===== config.mk =====
export PLATFORM = sky130hd
export DESIGN_NAME = pipeline_hazard_ctrl
export DESIGN_NICKNAME = d
export VERILOG_FILES = /design/src/rtl/RV32I_definitions.sv /design/src/rtl/load_use_detect.sv /design/src/rtl/pipeline_hazard_ctrl.sv
export SDC_FILE = /design/constraint.sdc
export NUM_CORES = 1
export LEC_CHECK = 0
export ABC_AREA = 1
export CAP_MARGIN = 15
export CORE_AREA = 2 2 84 146
export DETAILED_ROUTE_END_ITERATION = 8
export DIE_AREA = 0 0 86 148
export GPL_TIMING_DRIVEN = 0
export PLACE_DENSITY_LB_ADDON = 0.2
export SETUP_SLACK_MARGIN = 0.2
export SLEW_MARGIN = 20
export SYNTH_ARGS = -nofsm -noshare
export SYNTH_HDL_FRONTEND = slang
export SYNTH_SLANG_ARGS = --single-unit

===== constraint.sdc =====
create_clock -name Clk -period 4.25 [get_ports Clk]
set_input_delay 0.6375 -clock Clk [delete_from_list [all_inputs] [get_ports Clk]]
set_output_delay 0.6375 -clock Clk [all_outputs]
set_load 0.02 [all_outputs]

===== src/rtl/RV32I_definitions.sv =====
// Shared RV32I pipeline definitions.
// Holds the hazard-sequencer state encoding and its control bundle.
package RV32I_definitions;

    typedef enum logic [1:0] {
        HZ_RUN,
        HZ_FLUSH,
        HZ_MEM_WAIT,
        HZ_HALT
    } hz_state_t;

    typedef struct packed {
        logic pc_stall;
        logic if_flush;
        logic id_stall;
        logic id_flush;
        logic freeze;
        logic halted;
    } hz_ctrl_t;

    localparam hz_ctrl_t HZ_CTRL_IDLE = '0;

endpackage


===== src/rtl/load_use_detect.sv =====
// Load-use comparator: the load in EX writes a register that decode reads.
// Register x0 never creates a hazard.
module load_use_detect #(
    parameter int AW = 5
) (
    input  logic [AW-1:0] i_rs1,
    input  logic [AW-1:0] i_rs2,
    input  logic [AW-1:0] i_rd,
    input  logic          i_mem_rd_en,
    output logic          o_hazard
);

    logic w_rd_nz;
    logic w_match;

    assign w_rd_nz  = |i_rd;
    assign w_match  = (i_rd == i_rs1) | (i_rd == i_rs2);
    assign o_hazard = i_mem_rd_en & w_rd_nz & w_match;

endmodule


===== src/rtl/pipeline_hazard_ctrl.sv =====
// Central stall/flush sequencer for the 5-stage RV32I pipeline.
// Mealy control outputs; state, flush countdown and perf counters registered.
module pipeline_hazard_ctrl
    import RV32I_definitions::*;
#(
    parameter int REGFILE_ADDR_WIDTH = 5,
    parameter int FLUSH_CYCLES       = 1,
    parameter int CNT_WIDTH          = 32
) (
    input  logic                          Clk,
    input  logic                          Reset_n,
    input  logic [REGFILE_ADDR_WIDTH-1:0] Dec_Rs1_addr,
    input  logic [REGFILE_ADDR_WIDTH-1:0] Dec_Rs2_addr,
    input  logic [REGFILE_ADDR_WIDTH-1:0] ID_Rd_addr,
    input  logic                          ID_Mem_rd_en,
    input  logic                          ID_Exception,
    input  logic                          EX_Redirect,
    input  logic                          Mem_req,
    input  logic                          Mem_ready,
    input  logic                          Resume,
    input  logic                          Cnt_clr,
    output logic                          PC_Stall,
    output logic                          IF_Flush,
    output logic                          ID_Stall,
    output logic                          ID_Flush,
    output logic                          Freeze,
    output logic                          Halted,
    output logic [CNT_WIDTH-1:0]          Stall_cnt,
    output logic [CNT_WIDTH-1:0]          Flush_cnt
);

    localparam int FW = (FLUSH_CYCLES > 1) ? $clog2(FLUSH_CYCLES) : 1;
    localparam logic [FW-1:0] FL_RESUME = FW'(FLUSH_CYCLES - 1);
    localparam logic [FW-1:0] FL_REDIR  =
        (FLUSH_CYCLES > 1) ? FW'(FLUSH_CYCLES - 2) : '0;

    hz_state_t r_state;
    hz_state_t r_ret;
    hz_state_t w_state_nxt;
    hz_state_t w_ret_nxt;
    hz_state_t w_base;

    logic [FW-1:0]        r_cnt;
    logic [FW-1:0]        w_cnt_nxt;
    logic [CNT_WIDTH-1:0] r_stall_cnt;
    logic [CNT_WIDTH-1:0] r_flush_cnt;

    hz_ctrl_t w_ctrl;
    hz_ctrl_t w_ctrl_g;
    logic     w_frozen;
    logic     w_hazard;
    logic     w_redir_acc;
    logic     w_stall_inc;

    load_use_detect #(
        .AW(REGFILE_ADDR_WIDTH)
    ) u_lud (
        .i_rs1      (Dec_Rs1_addr),
        .i_rs2      (Dec_Rs2_addr),
        .i_rd       (ID_Rd_addr),
        .i_mem_rd_en(ID_Mem_rd_en),
        .o_hazard   (w_hazard)
    );

    assign w_frozen = Mem_req & ~Mem_ready;
    // While waiting on memory, behave as the state we will return to
    assign w_base = (r_state == HZ_MEM_WAIT) ? r_ret : r_state;

    always_comb begin
        w_ctrl      = HZ_CTRL_IDLE;
        w_state_nxt = r_state;
        w_ret_nxt   = r_ret;
        w_cnt_nxt   = r_cnt;
        w_redir_acc = 1'b0;
        if (w_base == HZ_HALT) begin
            w_ctrl.pc_stall = 1'b1;
            w_ctrl.if_flush = 1'b1;
            w_ctrl.id_flush = 1'b1;
            w_ctrl.halted   = 1'b1;
            if (Resume) begin
                w_state_nxt = HZ_FLUSH;
                w_cnt_nxt   = FL_RESUME;
            end
        end else if (w_frozen) begin
            w_ctrl.freeze   = 1'b1;
            w_ctrl.pc_stall = 1'b1;
            w_state_nxt     = HZ_MEM_WAIT;
            w_ret_nxt       = w_base;
        end else if (ID_Exception) begin
            w_ctrl.pc_stall = 1'b1;
            w_ctrl.if_flush = 1'b1;
            w_ctrl.id_flush = 1'b1;
            w_state_nxt     = HZ_HALT;
        end else if (EX_Redirect) begin
            w_ctrl.if_flush = 1'b1;
            w_ctrl.id_flush = 1'b1;
            w_redir_acc     = 1'b1;
            w_cnt_nxt       = FL_REDIR;
            w_state_nxt     = (FLUSH_CYCLES > 1) ? HZ_FLUSH : HZ_RUN;
        end else if (w_base == HZ_FLUSH) begin
            w_ctrl.if_flush = 1'b1;
            w_ctrl.id_flush = 1'b1;
            if (r_cnt == '0) begin
                w_state_nxt = HZ_RUN;
            end else begin
                w_state_nxt = HZ_FLUSH;
                w_cnt_nxt   = r_cnt - FW'(1);
            end
        end else begin
            w_ctrl.id_stall = w_hazard;
            w_ctrl.pc_stall = w_hazard;
            w_state_nxt     = HZ_RUN;
        end
    end

    // Outputs are forced quiet for as long as reset is held
    assign w_ctrl_g    = Reset_n ? w_ctrl : HZ_CTRL_IDLE;
    assign w_stall_inc = w_ctrl_g.id_stall | w_ctrl_g.freeze;

    always_ff @(posedge Clk or negedge Reset_n) begin
        if (!Reset_n) begin
            r_state <= HZ_RUN;
            r_ret   <= HZ_RUN;
            r_cnt   <= '0;
        end else begin
            r_state <= w_state_nxt;
            r_ret   <= w_ret_nxt;
            r_cnt   <= w_cnt_nxt;
        end
    end

    always_ff @(posedge Clk or negedge Reset_n) begin
        if (!Reset_n) begin
            r_stall_cnt <= '0;
            r_flush_cnt <= '0;
        end else if (Cnt_clr) begin
            r_stall_cnt <= '0;
            r_flush_cnt <= '0;
        end else begin
            if (w_stall_inc) begin
                r_stall_cnt <= r_stall_cnt + 1'b1;
            end
            if (w_redir_acc) begin
                r_flush_cnt <= r_flush_cnt + 1'b1;
            end
        end
    end

    assign PC_Stall  = w_ctrl_g.pc_stall;
    assign IF_Flush  = w_ctrl_g.if_flush;
    assign ID_Stall  = w_ctrl_g.id_stall;
    assign ID_Flush  = w_ctrl_g.id_flush;
    assign Freeze    = w_ctrl_g.freeze;
    assign Halted    = w_ctrl_g.halted;
    assign Stall_cnt = r_stall_cnt;
    assign Flush_cnt = r_flush_cnt;

endmodule


==> results.md, run 1 <==
- Outcome: completed
- Row count: 52
- Post-CTS setup buffers: 0
- Post-route insts no fill: 1021
- Vias in the first global route: 5612
- I/O pin total: 94
- CTS hold repair buffers: 0
- Max clock buf depth: 2
- Cells after synthesis: 777
- Post-DR vias/cell: 5.30
- R2R setup slack: 2.05 ns
- Routed WL: 17200 µm
- Synth-to-Final Area Change: 27.8%
- Static leakage: 2.86 nW
- Die Width: 86 µm
- Crit Path Class: in2out
- Critical Path Sink: Freeze
- Max H-tree Level: 3
- Hold Crit Class: in2async
- Placed insts: 1006
- PwrDens: 270 nW/µm²
- Worst slew pin tran: 0.670 ns
- Antenna violations before repair: 0
- Final HPWL DP: 13700 µm
- Synth unique cells: 31
- Total gr overflow: 0
- Die Y: 148 µm
- Number of fill cells: 1145
- Reg2reg end: Stall_cnt[16]
- Post-CTS sizing: 0
- Crit path launch type: primary input
- CORE AREA: 11500 µm²
- DRC: 0
- First-pass GRT wire length: 27900 µm
- Diode count: 0
- Synth Net Count: 803
- Total CTS buffers: 9
- Worst rel slew slack: 55.4%
- Peak VDD IR: 0.186 mV
- Sink Count: 68
- Arrival time worst endpoint: 2.75 ns
- Critical path fanouts, max: 10
- Fmax: 0.296 GHz
- Count of state elements after synthesis: 68
- Initial detailed-routing violation count: 276
- Worst Skew: 0.00720 ns
- DR WL/cell: 16.8 µm
- Mean Syn Cell Area: 6.55 µm²
- Post-synthesis sequential area ratio: 33.5%
- Yosys warnings: 0
- Final core utilization: 56.4%
- Worst skew pair latency: 0.34 ns
- Clock Pin Slew Worst Setup and Hold Paths: 0.05 ns
- CTS tree: built
- I/O Buffers: 93
- Total GRT Usage: 28.4%
- Pwr Total: 1.75 mW
- Share of post-route cells with drive strength above 1: 10.4%
- Final hold vios: 0
- Final RePlAce weighted congestion: 0.962
- Final period util: 79.6%
- Setup crit end kind: output port
- Worst r2r path cells: 9
- NumNets Final: 908
- Initial Util: 44.2%
- Final min period: 3.38 ns
- Cell Area, Synth: 5090 µm²
- First-pass detailed-route iteration total: 5
- Via count: 5413
- Design Area, Final: 6500 µm²
- Root Buffer: clkbuf_16
- Critical R2R Launch: Stall_cnt[0]
- ANT nets after route: 0
- Max-cap violation count: 0
- RSZ-0062 raised after global routing: no
- Max-slew violation count: 0
- Crit. Startpoint: Mem_req
- Largest net degree at the start of global routing: 48
- Sum of negative setup slack: 0 ns
- # setup viols final: 0
- Critical Path RT: 3.61 ns
- Die area: 12700 µm²
- Placed instance area: 6210 µm²
cells in the mapped netlist:
cell type	instances	area, µm²
o21ai_2	2	17.5
o21ai_1	15	75.1
nor3_1	14	70.1
nand4_1	51	319
buf_2	12	60.1
nand2_1	242	908
ha_1	2	25.0
clkinv_1	5	18.8
inv_2	9	33.8
buf_4	3	22.5
buf_1	2	7.51
nand3_1	43	215
dfrtp_1	68	1700
nor2_1	109	409
inv_1	95	357
nor2_4	2	22.5
xnor2_1	10	87.6
nor3_2	1	10.0
clkbuf_1	4	15.0
nand2_2	4	25.0
xor2_1	9	78.8
or2_2	1	6.26
nand2_4	2	22.5
nand3_2	30	300
o21ai_0	18	90.1
o22ai_1	1	6.26
nor2_2	6	37.5
buf_12	3	60.1
nand3_4	1	17.5
a21oi_1	12	60.1
a31oi_1	1	6.26
where the power goes:
part,internal [mW],switching (mW)
logic,0.118,0.210
registers,0.670,0.0194
clock network,0.455,0.279
final cells by class:
type	count	area (µm²)	area share (%)
inverters	109	409	6.29
repair buffers	94	956	14.7
flip-flops and latches	68	1700	26.2
well taps	135	169	2.60
clock inverters	1	5.00	0.0770
clock buffers	14	284	4.37
multi-input cells	576	2810	43.2
plain buffers	24	165	2.54
kinds of logic (layout without fill, tap and decap cells):
kind of cell	count (synthesis)	count (layout)	synth area share, %
XOR/XNOR	19	19	3.27
adder cells (fa/ha/maj)	2	2	0.492
AO/OA/AOI/OAI	49	49	5.02
AND/OR/NAND/NOR	506	506	46.5
buffers and inverters	133	242	11.3
flip-flops	68	68	33.5
stage by stage:
| stage | hold slack (ns) | worst slack, ns |
|---|---|---|
| after detailed placement | 0.497 | 0.861 |
| final | 0.209 | 0.866 |
| after CTS | 0.221 | 0.857 |
| after global routing | 0.231 | 0.709 |
| after global placement | 0.498 | -1.75 |
| after floorplan | 0.342 | 2.08 |
layer usage:
layer,wire length (µm),up-vias,global-route usage [%],part of all wire (%)
met5,0,-,0,0
met4,1190,0,18.9,6.9
met3,580,62,3.74,3.4
met2,9430,165,53.1,55
met1,5980,2508,28.2,35
li1,-,2678,-,-
worst min-delay path by stage:
stage / to / slack, ns
after floorplan: Flush_cnt[0] / 0.34
after global placement: Flush_cnt[3] / 0.50
after detailed placement: Flush_cnt[3] / 0.50
after CTS: Stall_cnt[4] / 0.22
after global routing: Stall_cnt[8] / 0.23
final: Stall_cnt[4] / 0.21
worst max-delay path: stages:
cell             delay [ns]
clkdlybuf4s50_1        0.45
inv_1                  0.03
nor2_1                 0.25
inv_1                  0.15
nor2_2                 0.19
nand2_2                0.14
buf_2                  0.22
inv_1                  0.06
clkdlybuf4s50_1        0.59
state kept, by name, summed over array words and instances (netlist names):
signal / count
Flush_cnt: 32
Stall_cnt: 32
r_ret: 2
r_state: 2
layout by cell type, fill, tap and decap left out, types with 5 or more instances in the layout:
cell             Yosys  final
inv_1               95     95
o21ai_0             18     18
o21ai_1             15     15
xnor2_1             10     10
nor3_1              14     14
inv_2                9      9
clkbuf_1             4      5
buf_2               12     12
nand3_2             30     30
a21oi_1             12     12
nand2_1            242    242
nand3_1             43     43
nor2_2               6      6
clkbuf_16            0      9
nand4_1             51     51
xor2_1               9      9
dfrtp_1             68     68
clkdlybuf4s50_1      0     92
nor2_1             109    109
clkinv_1             5      5
Power figures use the tool's default switching activity.
==> inputs of run 2 (changes only) <==
clock period = 3 ns   (was 4.25 ns; I/O delays follow)
==> run 2 against run 1 <==
Setup slack lost 0.57 ns. Flip-flop and latch count did not move. Utilization barely moved. Hold slack got worse by 0.19 ns.
==> results.md, run 2 (synthesis gave the netlist of run 1 again) <==
- DR WL/cell: 16.9 µm (+0.31%)
- Final hold vios: 0 (unchanged)
- Sequential Area: 1700 µm² (unchanged)
- Crit path launch type: primary input
- Design Area, Final: 6500 µm² (about the same)
- Met3 wire length: 625 µm (+7.8%)
- Arrival time worst endpoint: 2.26 ns (-0.49 ns)
- Synth-to-Final Area Change: 27.8% (about the same)
- CTS tree: built
- Initial detailed-routing violation count: 275 (-0.36%)
- Worst skew pair latency: 0.34 ns (about the same)
- Fmax: 0.369 GHz
- Post-CTS setup buffers: 0 (unchanged)
- Final period util: 90.2%
- Total CTS buffers: 9 (unchanged)
- Most frequent cells in the layout: nand2_1 (242), nor2_1 (108), inv_1 (95)
- NumNets Final: 908 (unchanged)
- Multi-input gate area: 2810 µm² (about the same)
- Max clock buf depth: 2 (unchanged)
- Clock Pin Slew Worst Setup and Hold Paths: 0.05 ns (about the same)
- Delay-heaviest family, CP: buffers and inverters
- Die Y: 148 µm (unchanged)
- CP peak stage delay: 0.53 ns (-0.06 ns)
- Routed met1 length: 5970 µm (-0.25%)
- Worst Skew: 0.00844 ns (+0.00124 ns)
- Placed instance area: 6210 µm² (unchanged)
- Critical Path RT: 2.55 ns (-1.06 ns)
- Worst rel slew slack: 55.5% (+0.098 points)
- Met2 WL: 9460 µm (+0.32%)
- Placed insts: 1006 (unchanged)
- DRC: 0 (unchanged)
- Highest metal used: met4
- Most common cell after layout, fill and taps aside: nand2_1
- Number of fill cells: 1146 (+0.087%)
- Peak VDD IR: 0.261 mV (+40%)
- Critical Path, Cell by Cell: clkdlybuf4s50_1 > inv_1 > nor2_2 > inv_1 > nand2_1 > nand2_1 > a21oi_1 > nor2_1 > buf_4 > clkdlybuf4s50_1
- Routed WL: 17200 µm (+0.31%)
- Max H-tree Level: 3 (unchanged)
- Total GRT Usage: 28.4% (unchanged)
- Setup crit end kind: output port
- Post-route insts no fill: 1021 (unchanged)
- Die Width: 86 µm (unchanged)
- Outcome: completed
- Row count: 52 (unchanged)
- # setup viols final: 0 (unchanged)
- Critical R2R Launch: Stall_cnt[0]
- I/O pin total: 94 (unchanged)
- Final RePlAce weighted congestion: 0.962 (unchanged)
- Max-slew violation count: 0 (unchanged)
- Vias in the first global route: 5612 (unchanged)
- Die area: 12700 µm² (unchanged)
- Crit Path Class: in2out
- Via count: 5423 (+0.18%)
- RSZ-0062 raised after global routing: no
- CTS hold repair buffers: 0 (unchanged)
- Final min period: 2.71 ns
- I/O Buffers: 93 (unchanged)
- Antenna violations before repair: 0 (unchanged)
- Total gr overflow: 0 (unchanged)
- Diode count: 0 (unchanged)
- First-pass detailed-route iteration total: 4 (-1)
- CP max-delay cell: clkdlybuf4s50_1
- Critical path fanouts, max: 4 (-6)
- Final HPWL DP: 13700 µm (unchanged)
- Share of post-route cells with drive strength above 1: 10.6% (+0.23 points)
- Hold Crit Class: in2async
- PwrDens: 382 nW/µm² (+42%)
- Worst slew pin tran: 0.668 ns (-0.00147 ns)
- Max-cap violation count: 0 (unchanged)
- Root Buffer: clkbuf_16
- ANT nets after route: 0 (unchanged)
- Worst r2r path cells: 9 (unchanged)
- Initial Util: 44.2% (unchanged)
- Reg2reg end: Stall_cnt[16]
- Sink Count: 68 (unchanged)
- CORE AREA: 11500 µm² (unchanged)
- First-pass GRT wire length: 27900 µm (unchanged)
- Largest net degree at the start of global routing: 48 (unchanged)
- Crit. Startpoint: Mem_req
- Static leakage: 2.89 nW (+1.0%)
- Worst path buffer plus inverter count: 5 (-1)
- Post-DR vias/cell: 5.31 (+0.18%)
- R2R setup slack: 0.79 ns (-1.26 ns)
-- run 2: cell count changes in the layout (fill, tap and decap cells not counted), sizes merged --
cell,previous run,this run
dlymetal6s2s,0,2
clkbuf,18,19
clkdlybuf4s50,92,89
-- run 2: layer usage --
layer	vias up	global-route usage [%]
li1	2678	-
met1	2503	28.2
met2	182	53.1
met3	60	3.74
met4	0	18.9
met5	-	0
-- run 2: through the flow --
step           hold slack (ns)  setup slack, ns  power, mW  utilization [%]  setup TNS (ns)
6_report                0.0238            0.293       2.49             56.5               0
4_1_cts                 0.0336           0.0865       2.51             56.5               0
5_1_grt                 0.0431            0.206       2.59             56.5               0
2_1_floorplan            0.154             1.21       1.28                -               0
3_5_place_dp             0.390          -0.0143       1.46             53.9         -0.0254
3_3_place_gp             0.498            -2.63       1.45             53.7         -145.23
-- run 2: power by group --
| group | leakage (nW) | internal [mW] | switching (mW) |
|---|---|---|---|
| combinational | 1.81 | 0.166 | 0.303 |
| sequential | 0.941 | 0.950 | 0.0276 |
| clock | 0.145 | 0.645 | 0.395 |
-- run 2: worst max path at each step --
stage                     slack (ns)  depth (start not counted)       end
after floorplan                 1.21                          7    Freeze
after global placement         -2.63                          7  ID_Stall
after detailed placement       -0.01                          9    Freeze
after CTS                       0.09                          9    Freeze
after global routing            0.21                         10  IF_Flush
final                           0.29                         10  IF_Flush
-- run 2: repair_timing --
item | in CTS | in global routing
pin swaps | 0 | 0
endpoints found under the setup margin | 3 | 3
hold endpoints to repair | 0 | 0
cloned | 0 | 0
gates resized for setup | 2 | 4
-- run 2: layout make-up --
class | count | share of cell area (%)
inverter | 109 | 6.29
sequential | 68 | 26.2
clock buffer | 14 | 4.37
buffer | 24 | 2.54
multi-input combinational | 576 | 43.3
timing repair buffer | 94 | 14.7
clock inverter | 1 | 0.0770
tap | 135 | 2.60
==> inputs of run 3 (changes only) <==
MAX_ROUTING_LAYER = met4   (was not set)
RECOVER_POWER = 25   (was not set)
SKIP_CTS_REPAIR_TIMING = 1   (was not set)
==> run 3 against run 2 <==
Maximum frequency increased by 0.62%. Sequential power barely moved. Flip-flop and latch count is the same. Die area unchanged. Register-to-register slack hardly changed. Total power fell by 1.6%. Via count is 2.4% higher. Design area about the same. Combinational power is essentially flat. Clock skew decreased by 0.0036 ns. Global-route usage grew 0.61 points. Hold slack gained 0.22 ns.
==> results.md, run 3 (synthesis gave the netlist of run 1 again) <==
- Outcome: completed
- Antenna violations before repair: 0 (unchanged)
- Arrival time worst endpoint: 2.24 ns (-0.02 ns)
- Critical Path RT: 2.55 ns (about the same)
- Worst path buffer plus inverter count: 5 (unchanged)
- Final core utilization: 56.5% (about the same)
- Die area: 12700 µm² (unchanged)
- Vias in the first global route: 5542 (-1.2%)
- DR WL/cell: 17.1 µm (+1.4%)
- I/O Buffers: 93 (unchanged)
- Max-cap violation count: 0 (unchanged)
- Sequential power share: 40.0% (+0.7 points)
- Fmax: 0.372 GHz (+0.62%)
- Row count: 52 (unchanged)
- Largest net degree at the start of global routing: 46 (-4.2%)
- Final hold vios: 0 (unchanged)
- Share of post-route cells with drive strength above 1: 10.5% (-0.15 points)
- Multi-input gate area: 2810 µm² (unchanged)
- Final min period: 2.69 ns (-0.0168 ns)
- CP peak stage delay: 0.53 ns (about the same)
- Crit path launch type: primary input
- Internal: 1.69 mW (-3.8%)
- NumNets Final: 910 (+0.22%)
- Static leakage: 2.91 nW (+0.43%)
- Sum of negative setup slack: 0 ns (unchanged)
- Clock power frac: 40.7% (-1.1 points)
- Synth-to-Final Area Change: 27.9% (about the same)
- Critical path fanouts, max: 4 (unchanged)
- Net Sw Frac: 30.8% (+1.6 points)
- Worst slew pin tran: 0.858 ns (+0.189 ns)
- Setup crit end kind: output port
- Number of fill cells: 1151 (+0.44%)
- CORE AREA: 11500 µm² (unchanged)
- Total CTS buffers: 9 (unchanged)
- Post-DR vias/cell: 5.42 (+2.1%)
- Crit Path Class: in2out
- ANT nets after route: 0 (unchanged)
- Max-slew violation count: 0 (unchanged)
- CP max-delay cell: clkdlybuf4s50_1
- Peak VDD IR: 0.291 mV (+12%)
- Initial detailed-routing violation count: 284 (+3.3%)
- Total gr overflow: 0 (unchanged)
- Die Width: 86 µm (unchanged)
- First-pass detailed-route iteration total: 7 (+3)
- Worst skew pair latency: 0.34 ns (about the same)
- Worst hold slack: 0.242 ns (+0.218 ns)
- Worst Skew: 0.00486 ns (-0.00357 ns)
- # setup viols final: 0 (unchanged)
- DRC: 0 (unchanged)
- Final period util: 89.7% (-0.56 points)
- Final HPWL DP: 13800 µm (+0.72%)
- Most common cell after layout, fill and taps aside: nand2_1
- First-pass GRT wire length: 27700 µm (-0.87%)
- CTS tree: built
- Critical Path, Cell by Cell: clkdlybuf4s50_1 > inv_1 > nor2_2 > inv_1 > nand2_1 > nand2_1 > a21oi_1 > nor2_1 > buf_4 > clkdlybuf4s50_1
- Comb power frac: 19.2% (+0.3 points)
- Via count: 5552 (+2.4%)
- Diode count: 0 (unchanged)
- Sink Count: 68 (unchanged)
- Final RePlAce weighted congestion: 1.04 (+7.6%)
- Die Y: 148 µm (unchanged)
- Total GRT Usage: 29.0% (+0.61 points)
- Routed WL: 17500 µm (+1.7%)
- Clock Pin Slew Worst Setup and Hold Paths: 0.06 ns (about the same)
- I/O pin total: 94 (unchanged)
- Initial Util: 44.2% (unchanged)
- Sw Pwr: 752 µW (+3.7%)
- PwrDens: 376 nW/µm² (-1.7%)
- Delay-heaviest family, CP: buffers and inverters
- Max H-tree Level: 3 (unchanged)
- Root Buffer: clkbuf_16
- Hold Crit Class: in2async
- Sequential Area: 1700 µm² (unchanged)
- Most frequent cells in the layout: nand2_1 (242), nor2_1 (108), inv_1 (95)
- Worst rel slew slack: 42.6% (-13 points)
- RSZ-0062 raised after global routing: no
- Max clock buf depth: 2 (unchanged)
- Pwr Total: 2.45 mW (-1.6%)
[run 3: cell count changes in the layout (fill, tap and decap cells not counted)]
cell,change
clkinvlp_4,+1
clkbuf_8,-3
dlygate4sd3_1,+2
dlymetal6s2s_1,+1
clkbuf_1,+1
clkbuf_2,-1
clkinv_2,+3
buf_4,-1
[run 3: power groups by stage]
stage                     clock network, mW  registers [mW]  logic [mW]
after global placement                    0           0.994       0.454
after detailed placement                  0           0.995       0.471
after global routing                   1.05           0.982       0.514
after floorplan                           0           0.992       0.292
after CTS                              1.01           0.978       0.473
final                                 0.996           0.979       0.470
[run 3: per-layer routing]
layer / track usage [%] / routed length, µm / vias up
met2: 53.7 / 9810 / 196
met5: - / 0 / -
met4: 17.9 / 1090 / 0
met3: 3.18 / 614 / 65
met1: 27.8 / 6030 / 2600
li1: - / - / 2691
[run 3: worst reg2reg max path: cells and delay by family, from the launching register on]
kind                       cells  cell delay, ns
DFF                            1            0.57
adders and majority gates      1            0.20
buffers and inverters          4            0.44
and+or+nand+nor                6            0.87
[run 3: through the flow]
| step | cell area, µm² | instances | setup slack, ns |
|---|---|---|---|
| 3_5_place_dp | 6210 | 1006 | -0.0141 |
| 4_1_cts | 6480 | 1022 | -0.0178 |
| 3_3_place_gp | 6190 | 1005 | -2.63 |
| 6_report | 6510 | 1024 | 0.309 |
| 2_1_floorplan | 5090 | 777 | 1.21 |
| 5_1_grt | 6510 | 1024 | 0.209 |
[run 3: worst paths after layout]
| path | startpoint | end | slack, ns | cells after the start |
|---|---|---|---|---|
| min reg2reg | Flush_cnt[3] | Flush_cnt[3] | 0.51 | 1 |
| min in group Clk | Flush_cnt[3] | Flush_cnt[3] | 0.51 | 1 |
| max | Mem_req | IF_Flush | 0.31 | 10 |
| min | Reset_n | Stall_cnt[9] | 0.24 | 2 |
| max in group asynchronous | Reset_n | Stall_cnt[19] | 1.51 | 2 |
| max reg2reg | Stall_cnt[0] | Stall_cnt[28] | 0.80 | 11 |
[run 3: final cells by class]
| type | count | share of cell area [%] |
|---|---|---|
| Buffer | 24 | 2.54 |
| Clock buffer | 11 | 3.73 |
| Clock inverter | 5 | 0.423 |
| Inverter | 109 | 6.29 |
| Multi-Input combinational cell | 576 | 43.2 |
| Sequential cell | 68 | 26.1 |
| Tap cell | 135 | 2.60 |
| Timing Repair Buffer | 96 | 15.1 |
